### config.mk
export PLATFORM = sky130hd
export DESIGN_NAME = power_integrator
export DESIGN_NICKNAME = d
export VERILOG_FILES = /design/src/rtl/power_integrator.sv
export SDC_FILE = /design/constraint.sdc
export NUM_CORES = 1
export LEC_CHECK = 0
export BUFFER_PORTS_ARGS = -buffer_cell sky130_fd_sc_hd__buf_2
export CAP_MARGIN = 5
export CORE_MARGIN = 2
export CORE_UTILIZATION = 50
export CTS_CLUSTER_DIAMETER = 50
export DETAILED_ROUTE_END_ITERATION = 16
export GPL_ROUTABILITY_DRIVEN = 0
export PLACE_DENSITY = 0.75
export SYNTH_ARGS = -nofsm -noshare
export SYNTH_HDL_FRONTEND = slang
export SYNTH_SLANG_ARGS = --single-unit
export TNS_END_PERCENT = 100
### constraint.sdc
create_clock -name clk -period 5.5 [get_ports clk]
set_clock_uncertainty 0.05 [all_clocks]
set_input_delay 0.55 -clock clk [delete_from_list [all_inputs] [get_ports clk]]
set_output_delay 0.55 -clock clk [all_outputs]
set_load 0.05 [all_outputs]
### src/rtl/power_integrator.sv
// power_integrator: block integrator over windows of N = 2^LOG2N power samples.
// Each complete window yields a truncated mean and a peak value. The result is
// held behind a valid/ready handshake with no backpressure on the input, and a
// sticky overrun flag is set when an unaccepted result is overwritten.
module power_integrator #(
  parameter int unsigned PW    = 32,
  parameter int unsigned LOG2N = 6
) (
  input  logic          clk,
  input  logic          rst,
  input  logic [PW-1:0] power_i,
  input  logic          valid_i,
  input  logic          clear_i,
  output logic [PW-1:0] mean_o,
  output logic [PW-1:0] peak_o,
  output logic          valid_o,
  input  logic          ready_i,
  output logic          overrun_o
);

  localparam int unsigned AW = PW + LOG2N;
  localparam logic [LOG2N-1:0] LAST_IDX = '1;

  logic [LOG2N-1:0] count;
  logic [AW-1:0]    acc;
  logic [PW-1:0]    peak;

  logic             first_smp;
  logic             last_smp;
  logic [AW-1:0]    acc_base;
  logic [AW-1:0]    sum;
  logic [PW-1:0]    peak_base;
  logic [PW-1:0]    peak_max;

  // Running sum and peak including the current sample; a window's first
  // sample sees zero history so nothing carries over between windows.
  always_comb begin
    first_smp = (count == '0);
    last_smp  = (count == LAST_IDX);
    acc_base  = first_smp ? '0 : acc;
    peak_base = first_smp ? '0 : peak;
    sum       = acc_base + {{LOG2N{1'b0}}, power_i};
    peak_max  = (power_i > peak_base) ? power_i : peak_base;
  end

  // Window accumulation, result registers and output handshake.
  always_ff @(posedge clk or posedge rst) begin
    if (rst) begin
      count     <= '0;
      acc       <= '0;
      peak      <= '0;
      mean_o    <= '0;
      peak_o    <= '0;
      valid_o   <= 1'b0;
      overrun_o <= 1'b0;
    end else if (clear_i) begin
      count     <= '0;
      acc       <= '0;
      peak      <= '0;
      valid_o   <= 1'b0;
      overrun_o <= 1'b0;
    end else begin
      if (valid_o && ready_i)
        valid_o <= 1'b0;
      if (valid_i) begin
        if (last_smp) begin
          // A completing window wins over a same-edge acceptance, so valid_o
          // stays high with fresh data; only an unaccepted result is an overrun.
          mean_o  <= sum[AW-1:LOG2N];
          peak_o  <= peak_max;
          valid_o <= 1'b1;
          if (valid_o && !ready_i)
            overrun_o <= 1'b1;
          count   <= '0;
          acc     <= '0;
          peak    <= '0;
        end else begin
          acc   <= sum;
          peak  <= peak_max;
          count <= count + LOG2N'(1);
        end
      end
    end
  end

endmodule
==> results.md, run 1 <==
| Result | Reported | Unit |
| --- | --- | --- |
| DRC violation count after routing | 0 | - |
| Switching power share of the total | 26.0 | % |
| Power share of the sequential group | 39.8 | % |
| Number of nets in the finished design | 1103 | - |
| Number of warning messages in the yosys log | 0 | - |
| Net Switching | 719 | uW |
| DR WL/cell | 17.3 | um |
| Cell taking the most area after synthesis | dfrtp_1 | - |
| Vias after detailed routing | 7308 | - |
| DPL Wire Length | 14600 | um |
| Pin count of the biggest net entering global routing | 100 | - |
| Async set-reset flop share out of synthesis | 100 | % |
| GRT Resource Usage Total | 24.4 | % |
| Post-Syn Nets | 1034 | - |
| Final antenna diode count | 0 | - |
| Main synth FF type | dfrtp_1 | - |
| Endpoint of the worst register-to-register path | acc[32]$_DFFE_PP0P_ | - |
| Number of top-level pins | 103 | - |
| Launch point of the critical path | count[2]$_DFFE_PP0P_ | - |
| Unrepaired setup endpoints after global routing | no | - |
| Critical path arrival | 4.95 | ns |
| Site Rows | 47 | - |
| Clock tree from TritonCTS | yes | - |
| Max Fclk | 214 | MHz |
| Cell variety after synth | 58 | - |
| Worst R2R Setup Slack | 0.82 | ns |
| DRT antenna net count | 0 | - |
| Violation count after the first detailed-route iteration | 505 | - |
| Min cycle time layout | 4.68 | ns |
| Total power density per cell area | 280 | nW/um^2 |
| Via count of the first global-routing pass | 6878 | - |
| Internal power of the cells | 2050 | uW |
| CP Capture Point | acc[32]$_DFFE_PP0P_ | - |
| Startpoint of the worst register-to-register path | count[2]$_DFFE_PP0P_ | - |
| Register-to-Register Path Depth | 13 | - |
| Die footprint | 18200 | um^2 |
| Post-CTS Setup Inserts | 0 | - |
| Req. time, crit path | 5.76 | ns |
| Routed wire length | 21400 | um |
| Number of synthesized register bits | 142 | - |
| Clock latency at the later pin of the worst-skew pair | 0.42 | ns |
| Number of antenna violations at the first check in global routing | 0 | - |
| PostCTS Resize Cnt | 0 | - |
| Maximum capacitance violations | 0 | - |
| Number of hold violations in the final report | 0 | - |
| Filler-free cell count of the finished design | 1232 | - |
| Count of placed standard cells including taps | 1200 | - |
| Final setup fails | 0 | - |
| Maximum buffer depth of the clock tree | 2 | - |
| Cells taking the most area after synthesis | dfrtp_1 (42%), ha_1 (9.7%), nand2_1 (6.5%) | - |
| Global-route wire length before repair | 35100 | um |
| Most frequent standard cell in the layout excluding fill and tap cells | nand2_1 | - |
| Layout cells sized above 1 | 16.6 | % |
| Port bufs | 102 | - |
| Num Clock Sinks | 142 | - |
| Total Power Consumption | 2770 | uW |
| CP Launch Type | flip-flop | - |
| Floorplan die width | 135 | um |
| Run status | completed | - |
| Most frequent cells in the layout | nand2_1 (148), dfrtp_1 (142), buf_2 (102) | - |
| Normalized max-slew margin | 28.2 | % |
| Aggregate negative setup slack | 0 | ns |
| Top-area cell type share of the netlist area | 41.6 | % |
| Cts bufs inserted | 17 | - |
| Root Buffer Master | clkbuf_16 | - |
| Leak Pwr | 0.00497 | uW |
| Post-synth EDFFs | 0 | - |
| Area growth, synth to finish | 15.6 | % |
| Combined area of all synthesized cells | 8550 | um^2 |
| Starting Density | 51.4 | % |
| Worst-Margin Slew | 1.07 | ns |
| Overall overflow remaining after global route | 0 | - |
| Critical path start-end classification | reg -> reg | - |
| Floorplan Core Area | 16600 | um^2 |
| Worst VDD drop | 0.229 | mV |
| Number of instances in the synthesized netlist | 930 | - |
| Average cell area after synthesis | 9.19 | um^2 |
| Worst min-delay path class | in -> async | - |
| Post-CTS clock slew at the launch and capture registers of the worst setup and hold paths | 0.06 | ns |
| Part of the cycle the worst path needs | 85.2 | % |
| Worst-path fanout max | 34 | - |
| Number of optimization iterations in the first detailed-route pass | 6 | - |
| Htree depth | 4 | - |
| Pins over their slew limit | 0 | - |
| Hold buffers post-CTS | 0 | - |
| Die span in y | 135 | um |
| Logic pwr share | 14.6 | % |
| Part of the Yosys area used for sequential elements | 41.6 | % |
| Nature of the critical path endpoint | flip-flop | - |
| Avg Vias per Cell | 5.93 | - |
| Clock share of power | 45.7 | % |
sequential cells by signal (all words and copies together), names as in the netlist:
signal,flops
overrun_o,1
peak,32
count,6
acc,38
mean_o,32
peak_o,32
valid_o,1
power by group through the flow:
stage / clock network (uW) / logic [uW] / registers, uW
after floorplan: 0 / 282 / 1110
after global placement: 0 / 389 / 1120
after detailed placement: 0 / 395 / 1120
after CTS: 1270 / 400 / 1100
after global routing: 1320 / 448 / 1110
final: 1260 / 402 / 1100
cell usage after synthesis, drive strengths merged, types with 7 or more instances:
master,instances
ha,66
nand4,19
a22o,60
a31oi,7
a21oi,39
xor2,14
nand3,77
dfrtp,142
nor3,9
mux2,11
o31ai,7
nor2,29
o21ai,33
or3,34
clkbuf,56
o21a,9
a21o,31
inv,12
nand2,149
and2,35
xnor2,17
metal layers:
metal	share of wire (%)	GRT usage, %	up-vias
met1	48	36.1	3510
met2	45	36.3	224
met5	0	0	-
met3	6.1	4.58	35
li1	-	-	3539
met4	1.5	7.78	0
metrics by stage:
stage               setup slack, ns  hold slack, ns  util [%]  instance area, um^2
finish                        0.816           0.270      59.4                 9880
global route                  0.393           0.368      59.4                 9880
CTS                           0.843           0.321      59.4                 9880
detailed placement            0.865           0.407      55.5                 9230
global placement              0.933           0.404      55.5                 9230
floorplan                      1.09           0.390         -                 8550
layout make-up:
| cell class | count | area [um^2] |
|---|---|---|
| clock inverter | 9 | 154 |
| clock buffer | 23 | 498 |
| inverter | 12 | 50.0 |
| tap | 220 | 275 |
| multi-input combinational | 714 | 4750 |
| sequential | 142 | 3550 |
| fill | 1425 | 6760 |
| timing repair buffer | 112 | 598 |
worst max-delay path, stage by stage, from the launching register on:
cell and delay, ns:
dfrtp_1 0.43, nor4_1 0.45, nand2_2 0.30, buf_12 0.26, and2_1 0.18, ha_1 0.36, nand2_1 0.09, nor4_1 0.27
o21ai_0 0.17, a31oi_1 0.44, a221oi_1 0.24, o21ai_0 0.89, o22ai_1 0.19, a32o_1 0.25
cells by family (layout without fill, tap and decap cells):
family / count (synthesis) / after routing / synth area share [%]
AO/OA/AOI/OAI: 226 / 226 / 19.0
XOR/XNOR: 31 / 31 / 3.18
adder cells (fa/ha/maj): 67 / 67 / 9.89
buffers and inverters: 74 / 156 / 3.37
flip-flops: 142 / 142 / 41.6
multiplexers: 13 / 13 / 1.68
AND/OR/NAND/NOR: 377 / 377 / 21.3
worst min path at each step:
stage	endpoint	from	slack [ns]
after global routing	peak_o[6]$_DFFE_PP0P_	rst	0.37
after floorplan	acc[3]$_DFFE_PP0P_	acc[3]$_DFFE_PP0P_	0.39
final	peak_o[10]$_DFFE_PP0P_	rst	0.27
after global placement	acc[3]$_DFFE_PP0P_	acc[3]$_DFFE_PP0P_	0.40
after CTS	peak[3]$_DFFE_PP0P_	rst	0.32
after detailed placement	mean_o[12]$_DFFE_PP0P_	mean_o[12]$_DFFE_PP0P_	0.41
Note: power is estimated with default switching activity, not from simulation.
==> inputs of run 2 (changes only) <==
==> constraint.sdc (replaced) <==
create_clock -name clk -period 5.5 [get_ports clk]
set_clock_uncertainty 0.05 [all_clocks]
set_input_delay 1.1 -clock clk [delete_from_list [all_inputs] [get_ports clk]]
set_output_delay 1.1 -clock clk [all_outputs]
set_load 0.05 [all_outputs]
==> run 2 against run 1 <==
Compared with the run above:
- critical path depth did not move
- wire length up 0.23%
- clock-buffer cell count is the same
- final cell count about the same
- first-iteration DRC count rose by 12%
- worst setup slack got worse by 0.036 ns
- non-clock buffer count increased by 1
- sequential cell count unchanged
- total power shrank 6.6%
- hold slack better by 0.15 ns
- combinational power down 1%
- sequential power hardly changed
==> results.md, run 2 (synthesized netlist as in run 1, its figures left out) <==
| Result | Reported | Unit |
| --- | --- | --- |
| Run status | completed | - |
| Cells along the critical path | nor4_1 -> nand2_2 -> buf_4 -> and2_1 -> ha_1 -> nand2_1 -> nor4_1 -> o21ai_0 -> a31oi_1 -> a221oi_1 -> o21ai_0 -> o22ai_1 -> a32o_1 | - |
| Part of the cycle the worst path needs | 85.8 | % |
| Number of antenna violations at the first check in global routing | 0 | - |
| Htree depth | 4 | - |
| DRC violation count after routing | 0 | - |
| Global-route wire length before repair | 35400 | um |
| Total power density per cell area | 264 | nW/um^2 |
| Routed wire length | 21400 | um |
| Most frequent cells in the layout | nand2_1 (148), dfrtp_1 (142), buf_2 (102) | - |
| Post-CTS Setup Inserts | 0 | - |
| Starting Density | 51.4 | % |
| Cts bufs inserted | 17 | - |
| Maximum capacitance violations | 0 | - |
| Worst-Margin Slew | 1.15 | ns |
| Pins over their slew limit | 0 | - |
| Aggregate negative setup slack | 0 | ns |
| Switching power share of the total | 27.1 | % |
| Layout cells sized above 1 | 16.4 | % |
| Nature of the critical path endpoint | flip-flop | - |
| Die footprint | 18200 | um^2 |
| Startpoint of the worst register-to-register path | count[2]$_DFFE_PP0P_ | - |
| Worst VDD drop | 0.230 | mV |
| Number of nets in the finished design | 1104 | - |
| Logic pwr share | 15.3 | % |
| Hold buffers post-CTS | 0 | - |
| Launch point of the worst hold path | peak_o[25]$_DFFE_PP0P_ | - |
| Final antenna diode count | 0 | - |
| Number of fillers in the final layout | 1447 | - |
| Number of optimization iterations in the first detailed-route pass | 4 | - |
| Port bufs | 102 | - |
| Floorplan die width | 135 | um |
| Vias after detailed routing | 7290 | - |
| Worst-case hold path end point | peak_o[25]$_DFFE_PP0P_ | - |
| Worst min-delay path class | reg -> reg | - |
| Num Clock Sinks | 142 | - |
| Floorplan Core Area | 16600 | um^2 |
| Req. time, crit path | 5.77 | ns |
| Count of cells along the worst hold path | 2 | - |
| Most flops, register | acc | - |
| Power share of the sequential group | 42.6 | % |
| Post-CTS clock slew at the launch and capture registers of the worst setup and hold paths | 0.06 | ns |
| Pin count of the biggest net entering global routing | 104 | - |
| PostCTS Resize Cnt | 0 | - |
| Endpoint of the worst register-to-register path | acc[32]$_DFFE_PP0P_ | - |
| DRT antenna net count | 0 | - |
| Worst-path fanout max | 39 | - |
| Clock latency at the later pin of the worst-skew pair | 0.43 | ns |
| Maximum buffer depth of the clock tree | 2 | - |
| Number of hold violations in the final report | 0 | - |
| DPL Wire Length | 15100 | um |
| GRT Resource Usage Total | 24.6 | % |
| Worst hold slack after final layout | 0.416 | ns |
| Clock share of power | 42.0 | % |
| Number of flip-flops under the largest register name | 38 | - |
| Site Rows | 47 | - |
| Violation count after the first detailed-route iteration | 565 | - |
| Critical path arrival | 4.99 | ns |
| Overall overflow remaining after global route | 0 | - |
| Delay contributed by the slowest stage of the critical path | 0.92 | ns |
| Leak Pwr | 0.00493 | uW |
| Die span in y | 135 | um |
| Register-to-Register Path Depth | 13 | - |
| Max Fclk | 212 | MHz |
| Net Switching | 700 | uW |
| Normalized max-slew margin | 23.2 | % |
| Avg Vias per Cell | 5.92 | - |
| Critical path start-end classification | reg -> reg | - |
| Final setup fails | 0 | - |
| Via count of the first global-routing pass | 6970 | - |
| Worst R2R Setup Slack | 0.78 | ns |
| Internal power of the cells | 1880 | uW |
| Unrepaired setup endpoints after global routing | no | - |
| Area growth, synth to finish | 14.3 | % |
| Number of top-level pins | 103 | - |
| Clock tree from TritonCTS | yes | - |
| Slowest stage cell, crit path | o21ai_0 | - |
| Root Buffer Master | clkbuf_16 | - |
| CP Launch Type | flip-flop | - |
| Most frequent standard cell in the layout excluding fill and tap cells | nand2_1 | - |
| DR WL/cell | 17.4 | um |
| Min cycle time layout | 4.72 | ns |
## run 2: worst max-delay path by stage
stage                    startpoint                   to  slack (ns)  depth (start not counted)
5_1_grt        count[2]$_DFFE_PP0P_  acc[32]$_DFFE_PP0P_        0.31                         13
6_report       count[2]$_DFFE_PP0P_  acc[32]$_DFFE_PP0P_        0.78                         13
2_1_floorplan                   rst   acc[0]$_DFFE_PP0P_        0.54                          1
3_3_place_gp   count[2]$_DFFE_PP0P_  acc[32]$_DFFE_PP0P_         1.0                         13
3_5_place_dp   count[2]$_DFFE_PP0P_  acc[32]$_DFFE_PP0P_        0.87                         13
4_1_cts        count[2]$_DFFE_PP0P_  acc[32]$_DFFE_PP0P_        0.82                         13
## run 2: per-stage QoR
stage / worst slack, ns / instances / utilization (%) / power (uW) / cell area [um^2]
3_5_place_dp: 0.866 / 1201 / 55.4 / 1510 / 9220
4_1_cts: 0.820 / 1231 / 58.7 / 2600 / 9770
6_report: 0.780 / 1231 / 58.7 / 2580 / 9770
3_3_place_gp: 0.999 / 1201 / 55.4 / 1500 / 9220
2_1_floorplan: 0.540 / 930 / - / 1390 / 8550
5_1_grt: 0.310 / 1231 / 58.7 / 2700 / 9770
## run 2: area by class of cell
class | instances | area, um^2 | share of cell area (%)
inverters | 12 | 50.0 | 0.512
clock buffers | 23 | 488 | 4.99
flip-flops and latches | 142 | 3550 | 36.4
multi-input cells | 714 | 4750 | 48.6
well taps | 220 | 275 | 2.82
repair buffers | 113 | 593 | 6.07
clock inverters | 7 | 62.6 | 0.640
## run 2: power groups by stage
stage | combinational (uW) | clock (uW) | sequential (uW)
floorplan | 282 | 0 | 1110
global placement | 384 | 0 | 1120
detailed placement | 393 | 0 | 1120
CTS | 397 | 1100 | 1100
global route | 442 | 1150 | 1110
finish | 397 | 1090 | 1100
## run 2: critical path, delay by kind of cell (launching register included)
| kind | cells | cell delay [ns] |
|---|---|---|
| AOI/OAI and AO/OA | 6 | 2.20 |
| and+or+nand+nor | 5 | 1.21 |
| DFF | 1 | 0.42 |
| adders and majority gates | 1 | 0.39 |
| buffers and inverters | 1 | 0.30 |
## run 2: per-layer routing
layer,global-route usage (%),part of all wire [%],up-vias
li1,-,-,3523
met1,35.7,46,3536
met2,38.0,46,203
met3,4.09,6.4,28
met4,7.60,1.6,0
met5,0,0,-
